`src/rtl/uart_pkg.sv`:
```
// Shared UART definitions: receiver FSM encoding, default frame geometry and the
// clock/baud constants shared with baud_gen and the transmitter.
package uart_pkg;

  typedef enum logic [2:0] {
    ST_IDLE,
    ST_START,
    ST_DATA,
    ST_PARITY,
    ST_STOP
  } rx_state_e;

  localparam int UART_DATA_BITS  = 8;
  localparam int UART_OVERSAMPLE = 16;
  localparam int CLK_HZ          = 50_000_000;
  localparam int BAUD            = 115_200;
  localparam int BAUD_DIV        = CLK_HZ / (BAUD * UART_OVERSAMPLE);

endpackage

```
`src/rtl/sync_2ff.sv`:
```
// Generic two-flop synchronizer for a single asynchronous input; RESET_VAL sets
// the value both stages take during reset.
module sync_2ff #(
  parameter logic RESET_VAL = 1'b0
) (
  input  logic clk,
  input  logic rst,
  input  logic d_i,
  output logic q_o
);

  logic s1_q;
  logic s2_q;

  // NOTE: non-blocking assignments keep the two stages as distinct flops; a
  // blocking chain here would collapse them into a single register.
  always_ff @(posedge clk or posedge rst) begin
    if (rst) begin
      s1_q <= RESET_VAL;
      s2_q <= RESET_VAL;
    end else begin
      s1_q <= d_i;
      s2_q <= s1_q;
    end
  end

  assign q_o = s2_q;

endmodule

```
`src/rtl/uart_rx_os.sv`:
```
// Oversampling 8N1 UART receiver with a one-entry valid/ready holding register.
// Define UART_RX_PARITY_EN to add an even-parity bit and the parity_err output.
module uart_rx_os
  import uart_pkg::*;
#(
  parameter int DATA_BITS  = UART_DATA_BITS,
  parameter int OVERSAMPLE = UART_OVERSAMPLE
) (
  input  logic                 clk,
  input  logic                 rst,
  input  logic                 bclk,
  input  logic                 rx,
  output logic [DATA_BITS-1:0] rx_data,
  output logic                 rx_valid,
  input  logic                 rx_ready,
  output logic                 frame_err,
`ifdef UART_RX_PARITY_EN
  output logic                 parity_err,
`endif
  output logic                 overrun
);

  localparam int CNT_W = $clog2(OVERSAMPLE);
  localparam int IDX_W = $clog2(DATA_BITS);
  localparam logic [CNT_W-1:0] CNT_HALF = CNT_W'(OVERSAMPLE / 2 - 1);
  localparam logic [CNT_W-1:0] CNT_LAST = CNT_W'(OVERSAMPLE - 1);
  localparam logic [IDX_W-1:0] IDX_LAST = IDX_W'(DATA_BITS - 1);

  rx_state_e            state_q;
  logic [CNT_W-1:0]     cnt_q;
  logic [IDX_W-1:0]     bit_idx_q;
  logic [DATA_BITS-1:0] shift_q;
  logic [DATA_BITS-1:0] rx_data_q;
  logic                 rx_valid_q;
  logic                 frame_err_q;
  logic                 overrun_q;
  logic                 rx_prev_q;
  logic                 rx_s;
  logic                 stop_ok;

  sync_2ff #(.RESET_VAL(1'b1)) u_rx_sync (
    .clk (clk),
    .rst (rst),
    .d_i (rx),
    .q_o (rx_s)
  );

`ifdef UART_RX_PARITY_EN
  logic par_bad_q;
  logic parity_err_q;
  assign stop_ok    = rx_s & ~par_bad_q;
  assign parity_err = parity_err_q;
`else
  assign stop_ok    = rx_s;
`endif

  always_ff @(posedge clk or posedge rst) begin
    if (rst) begin
      state_q      <= ST_IDLE;
      cnt_q        <= '0;
      bit_idx_q    <= '0;
      shift_q      <= '0;
      rx_data_q    <= '0;
      rx_valid_q   <= 1'b0;
      frame_err_q  <= 1'b0;
      overrun_q    <= 1'b0;
      rx_prev_q    <= 1'b1;
`ifdef UART_RX_PARITY_EN
      par_bad_q    <= 1'b0;
      parity_err_q <= 1'b0;
`endif
    end else begin
      frame_err_q <= 1'b0;
      overrun_q   <= 1'b0;
`ifdef UART_RX_PARITY_EN
      parity_err_q <= 1'b0;
`endif
      // A load in the STOP branch below overrides this clear in the same cycle.
      if (rx_valid_q && rx_ready) rx_valid_q <= 1'b0;

      if (bclk) begin
        rx_prev_q <= rx_s;
        case (state_q)
          ST_IDLE: begin
            if (rx_prev_q && !rx_s) begin
              state_q <= ST_START;
              cnt_q   <= '0;
            end
          end
          ST_START: begin
            if (cnt_q == CNT_HALF) begin
              cnt_q     <= '0;
              bit_idx_q <= '0;
              state_q   <= rx_s ? ST_IDLE : ST_DATA;
            end else begin
              cnt_q <= cnt_q + 1'b1;
            end
          end
          ST_DATA: begin
            if (cnt_q == CNT_LAST) begin
              cnt_q   <= '0;
              shift_q <= {rx_s, shift_q[DATA_BITS-1:1]};
              if (bit_idx_q == IDX_LAST) begin
`ifdef UART_RX_PARITY_EN
                state_q <= ST_PARITY;
`else
                state_q <= ST_STOP;
`endif
              end else begin
                bit_idx_q <= bit_idx_q + 1'b1;
              end
            end else begin
              cnt_q <= cnt_q + 1'b1;
            end
          end
`ifdef UART_RX_PARITY_EN
          ST_PARITY: begin
            if (cnt_q == CNT_LAST) begin
              cnt_q     <= '0;
              par_bad_q <= (^shift_q) ^ rx_s;
              state_q   <= ST_STOP;
            end else begin
              cnt_q <= cnt_q + 1'b1;
            end
          end
`endif
          ST_STOP: begin
            if (cnt_q == CNT_LAST) begin
              cnt_q   <= '0;
              state_q <= ST_IDLE;
              if (!rx_s) frame_err_q <= 1'b1;
`ifdef UART_RX_PARITY_EN
              if (par_bad_q) parity_err_q <= 1'b1;
`endif
              if (stop_ok) begin
                if (!rx_valid_q || rx_ready) begin
                  rx_data_q  <= shift_q;
                  rx_valid_q <= 1'b1;
                end else begin
                  overrun_q <= 1'b1;
                end
              end
            end else begin
              cnt_q <= cnt_q + 1'b1;
            end
          end
          default: state_q <= ST_IDLE;
        endcase
      end
    end
  end

  assign rx_data   = rx_data_q;
  assign rx_valid  = rx_valid_q;
  assign frame_err = frame_err_q;
  assign overrun   = overrun_q;

endmodule

```
`config.mk`:
```
export PLATFORM = sky130hd
export DESIGN_NAME = uart_rx_os
export DESIGN_NICKNAME = d
export VERILOG_FILES = /design/src/rtl/uart_pkg.sv /design/src/rtl/sync_2ff.sv /design/src/rtl/uart_rx_os.sv
export SDC_FILE = /design/constraint.sdc
export NUM_CORES = 1
export LEC_CHECK = 0
export ABC_AREA = 1
export BUFFER_PORTS_ARGS = -buffer_cell sky130_fd_sc_hd__buf_2
export CORE_MARGIN = 10
export CORE_UTILIZATION = 25
export CTS_CLUSTER_SIZE = 28
export DETAILED_ROUTE_END_ITERATION = 16
export PLACE_DENSITY = 0.46
export SYNTH_ARGS = -nofsm -noshare
export SYNTH_HDL_FRONTEND = slang
export SYNTH_HIERARCHICAL = 1
export SYNTH_SLANG_ARGS = --single-unit
```
`constraint.sdc`:
```
create_clock -name clk -period 3.06 [get_ports clk]
set_input_delay 0.153 -clock clk [delete_from_list [all_inputs] [get_ports clk]]
set_output_delay 0.153 -clock clk [all_outputs]
set_load 0.005 [all_outputs]
```
Word-level counts from Yosys, hierarchy flattened:

Index checks and enable logic that the tools add are counted.

* register bits: 32
* bits of input ports: 5
* word-level logic and storage cells: 69

* multiplexer cells: 30
* add/sub/neg operators: 2
* reduce and logical (&&, ||, !) cells: 14
* eq/ne operators: 12

Operators by type and width (number)
* two-way mux 3 bit: 8
* two-way mux 1 bit: 15
* two-way mux 4 bit: 3
* != test 2 bit (second input constant): 6
* one-hot mux 3 bit (4 select lines): 1
* one-hot mux 4 bit (3 select lines): 1
* AND reduction 5 bit: 2
* == test 3 bit (second input constant): 2
* one-hot mux 3 bit (2 select lines): 1
* AND reduction 3 bit: 2
* AND reduction 6 bit: 1
* adder 4 x 1 -> 4 bit (second input constant): 1
* == test 4 x 3 -> 1 bit (second input constant): 1
* == test 4 bit (second input constant): 1
* adder 3 x 1 -> 3 bit (second input constant): 1
* == test 3 x 1 -> 1 bit (second input constant): 1
* == test 3 x 2 -> 1 bit (second input constant): 1
* logical NOT 3 bit: 1
* nonzero test 3 bit: 1
* logical AND 1 bit: 2
* logical NOT 1 bit: 2
* two-way mux 2 bit: 1
* nonzero test 2 bit: 1
* OR reduction 2 bit: 1
* logical OR 1 bit: 1

Depth between registers and ports, before layout:

* depth after elaboration: 7
* gate-level depth with buffers: 8
* depth with buffers taken out: 8

By module:

Netlist, hierarchy kept.

Modules (own cells, without submodules)
* uart_rx_os: times used 1, area an instance 1579.0 µm², cells each 176
* sync_2ff: times used 1, area an instance 56.3 µm², cells each 3

Worst setup path before layout:

No wires, ideal clock.

* kind: flip-flop to flip-flop
* start: register cnt_q[0]
* end: register state_q[0]
* data required time: 2939 ps
* arrival: 1185 ps
* stages on the path, launching flop included: 8
* library setup time: 121 ps
* period minus slack after synthesis: 1306 ps
* slack: 1754 ps
* cell sequence: dfrtp_1 > ha_1 > nand3_4 > clkinv_4 > nor2_2 > nor2_2 > nand3_1 > nand2_1

* cells in the longest elaborated chain, start to end: 3
* elaborated cells on any way between the ends: 6
* classes of those cells: eq/ne: 5; reduce/logical: 1

Ends and longest elaborated chain
* start: declaration: RTL line uart_rx_os.sv:30 `logic [CNT_W-1:0] cnt_q;`
* start signal: assignment: RTL line uart_rx_os.sv:96 `cnt_q <= cnt_q + 1'b1;`
* start signal: assignment: RTL line uart_rx_os.sv:113 `cnt_q <= cnt_q + 1'b1;`
* start signal: assignment: RTL line uart_rx_os.sv:144 `cnt_q <= cnt_q + 1'b1;`
* == test 4 bit or == test 4 x 3 -> 1 bit (tied branches): RTL line uart_rx_os.sv:100, uart_rx_os.sv:128, uart_rx_os.sv:91
* != test 2 bit (no line)
* AND reduction 6 bit (no line) (*)
* end signal: assignment: RTL line uart_rx_os.sv:94 `state_q <= rx_s ? ST_IDLE : ST_DATA;`
* end: declaration: RTL line uart_rx_os.sv:29 `rx_state_e state_q;`

Mark *: on every way between the ends. The rest lies on a longest branch, timed or not.
A chain may end at the register's enable or synchronous reset.

Final worst setup path:

Ends and elaborated chain as after synthesis.

==> results.yml <==
status:
  run_status: "complete, no violations"
finish:
  fillCellCount: 658
  areaGrowthSynthToFinish_pct: 17.4
  drive_above_1_share_pct: 30.0
  final_util_pct: 30.2
  layout_common_cells: "43 x sky130_fd_sc_hd__nand2_1, 29 x sky130_fd_sc_hd__dfrtp_1, 25 x sky130_fd_sc_hd__inv_1"
  final_antenna_diode_count: 0
  finalNetCount: 210
  finalInstanceArea_um2: 1920
  mostFrequentLayoutCell: "sky130_fd_sc_hd__nand2_1"
clock_network:
  post_cts.repair.setup_buffers: 0
  clk_root_buffer_cell: "sky130_fd_sc_hd__clkbuf_8"
  clock_latency_ps: 280
  cts_tree: "done"
  clk_pin_slew_ps: 70
  h_tree_level_count: 2
  cts-hold-fix-buffers: 2
  postCtsResizedCells: 0
  max-clock-path-buffers: 2
  cts-buffers-inserted: 5
  number_of_clock_sinks_seen_by_cts: 32
logic_synthesis:
  syn-num-nets: 187
  main_combinational_cell_family_by_area_after_synthesis: "simple AND/OR/NAND/NOR gates"
  synth.top_cells.by_area: "sky130_fd_sc_hd__dfrtp_1 44%, sky130_fd_sc_hd__nand2_1 9.9%, sky130_fd_sc_hd__o21ai_2 8.6%"
  post_synth_fa_ha_maj_area_fraction_pct: 2.91
  mappedNetlistArea_um2: 1640
  ys_seq_area_share_pct: 49.2
  synthXorXnorAreaFrac_pct: 0.536
  synth.lib_cells_used.distinct: 22
  syn-instance-count: 179
  post_synthesis_compound_gate_area_fraction_pct: 11.5
  ys_warn_count: 6
  yosys_register_bits: 32
  synth.area.mux_share_pct: 0
  share_of_synthesized_cell_area_in_and_or_nand_and_nor_gates_pct: 27.8
  post_synthesis_area_per_instance_um2: 9.14
  yosys.area.top_type_share_pct: 44.4
  yosys.area.top_type: "sky130_fd_sc_hd__dfrtp_1"
placed_design:
  numPortBuffers: 15
  dp.final_hpwl_um: 2350
  postPlaceCellArea_um2: 1790
  gp_congestion: 0.789
  placement.setup.worst_slack_ps: 1640
critical_path:
  worst_r2r_src: "cnt_q[0]$_DFFE_PP0P_"
  worstSetupEndpointType: "flip-flop"
  slowest_stage_delay_cp_ps: 390
  crit_path_top_delay_cell: "sky130_fd_sc_hd__dfrtp_1"
  cp-start-kind: "flip-flop"
  worstPathCellList: "ha_1 > nand3_1 > nand2_2 > nand3_2 > o21bai_1 > nand2_1"
  cp.arrival_ps: 1600
  rr_endpoint: "state_q[0]$_DFFE_PP0P_"
  r2r.worst_path.cells: 6
  r2r_setup_slack_ps: 1630
  worst_setup_path_startpoint: "cnt_q[0]$_DFFE_PP0P_"
  critical_path.max_fanout: 6
  cp_data_required_time_ps: 3230
  setup.worst_path.class: "reg2reg"
sta:
  setup_total_negative_slack_ps: 0
  timing_max_transition_violations_final: 0
  tightestPinTransition_ps: 391
  postLayoutSetupSlackWorst_ps: 1630
  maxSlewHeadroom_pct: 74.0
  finalClockSkew_ps: 5.81
  setup_repair_after_global_routing_missed_its_margin: "false"
  period_needed_ps: 1430
  final-setup-viol-count: 0
  report.final.hold_viol_count: 0
  maximum_clock_rate_ghz: 0.697
  min_period_over_period_pct: 46.9
power:
  total_power_per_unit_cell_area_nw_per_um2: 616
  p_leak_nw: 0.936
  ir_worst_vdd_mv: 0.267
drt:
  detailedRoute.firstPassIterationCount: 4
  postRouteWirelength_um: 3150
  drc: 0
  iteration_0_drc_markers: 89
  routed-via-count: 1184
  detail-route-antenna-nets: 0
  drt-wirelength-per-cell_um: 11.3
  detail_route.vias_per_cell: 4.23
die:
  initial_core_utilization_pct: 25.8
  floorplan_core_area_um2: 6350
  die_width_um: 101
  fp-row-count: 29
  boundaryPins: 16
  die_area_um2: 10200
  die-height_um: 101
global_route:
  first_global_vias: 1261
  grt_pass1_wl_um: 5710
  antenna_found_initial: 0
  track_usage_pct: 6.95
  grt-ovfl-total: 0
  grt_max_degree: 31
worst_hold_path:
  hold_path.class: "in2reg"
  min_from: "rx_ready"
  count_of_cells_along_the_worst_hold_path: 4
  worstHoldEndpoint: "overrun$_DFF_PP0_"
run:
  max-cap-violations: 0
==> flip-flops by register name, indices dropped and copies added, names as in the netlist <==
register / cells
rx_prev_q: 1
u_rx_sync/s1_q: 1
rx_valid: 1
rx_data: 8
shift_q: 8
u_rx_sync/q_o: 1
cnt_q: 4
state_q: 3
bit_idx_q: 3
frame_err: 1
overrun: 1
==> power by group <==
part           internal [mW]  switching [mW]  total, mW
registers              0.456          0.0385      0.495
clock network          0.242           0.156      0.398
logic                 0.0909           0.200      0.290
total                  0.789           0.394       1.18
==> cell type report <==
| cell class | instances | area [µm²] | area share [%] |
|---|---|---|---|
| sequential | 32 | 805 | 41.9 |
| multi-input combinational | 117 | 698 | 36.4 |
| inverter | 28 | 110 | 5.74 |
| timing repair buffer | 18 | 103 | 5.35 |
| tap | 77 | 96.3 | 5.02 |
| clock buffer | 6 | 72.6 | 3.78 |
| clock inverter | 2 | 35.0 | 1.83 |
==> metrics by stage <==
stage,total power [mW],std cells,hold WS [ps]
2_1_floorplan,0.726,179,64.5
4_1_cts,1.20,280,203
3_5_place_dp,0.794,270,197
6_report,1.18,280,209
3_3_place_gp,0.796,270,195
5_1_grt,1.26,280,243
==> metal layers <==
layer / global-route usage, % / wire [µm]
met4: 4.57 / 83
met2: 11.0 / 1480
met3: 1.71 / 112
met5: 0 / 0
met1: 8.14 / 1470
==> cells in the mapped netlist <==
library cell	instances
sky130_fd_sc_hd__nand2_1	43
sky130_fd_sc_hd__dfrtp_1	29
sky130_fd_sc_hd__inv_1	25
sky130_fd_sc_hd__o21ai_2	16
sky130_fd_sc_hd__nand3_1	13
sky130_fd_sc_hd__nor2_1	11
sky130_fd_sc_hd__o21ai_0	5
sky130_fd_sc_hd__nand2_2	4
sky130_fd_sc_hd__nand4_1	4
sky130_fd_sc_hd__nor2_2	4
sky130_fd_sc_hd__dfstp_2	3
sky130_fd_sc_hd__ha_1	3
sky130_fd_sc_hd__nand3_2	3
sky130_fd_sc_hd__nand3_4	3
sky130_fd_sc_hd__o21bai_1	3
sky130_fd_sc_hd__buf_6	2
sky130_fd_sc_hd__inv_2	2
sky130_fd_sc_hd__nor2_4	2
sky130_fd_sc_hd__clkinv_4	1
sky130_fd_sc_hd__maj3_1	1
sky130_fd_sc_hd__nor4_1	1
sky130_fd_sc_hd__xnor2_1	1
==> worst max-delay path: cells and delay by family (launching register included) <==
family	cells	cell delay (ps)
flops	1	390
fa+ha+maj	1	270
simple gates	4	490
compound gates	1	170
==> how the worst max path moves through the flow <==
stage                                   endpoint  depth (start not counted)
after floorplan           state_q[0]$_DFFE_PP0P_                          7
after global placement    state_q[1]$_DFFE_PP0P_                          8
after detailed placement  shift_q[1]$_DFFE_PP0P_                          6
after CTS                 shift_q[1]$_DFFE_PP0P_                          6
after global routing      state_q[2]$_DFFE_PP0P_                          7
final                     state_q[0]$_DFFE_PP0P_                          6
==> kinds of logic after synthesis <==
| group | after synthesis |
|---|---|
| AOI/OAI and AO/OA | 24 |
| DFF | 32 |
| adders and majority gates | 4 |
| buffers and inverters | 30 |
| xor gates and xnor gates | 1 |
| and+or+nand+nor | 88 |
Note: power is estimated with default switching activity, not from simulation.
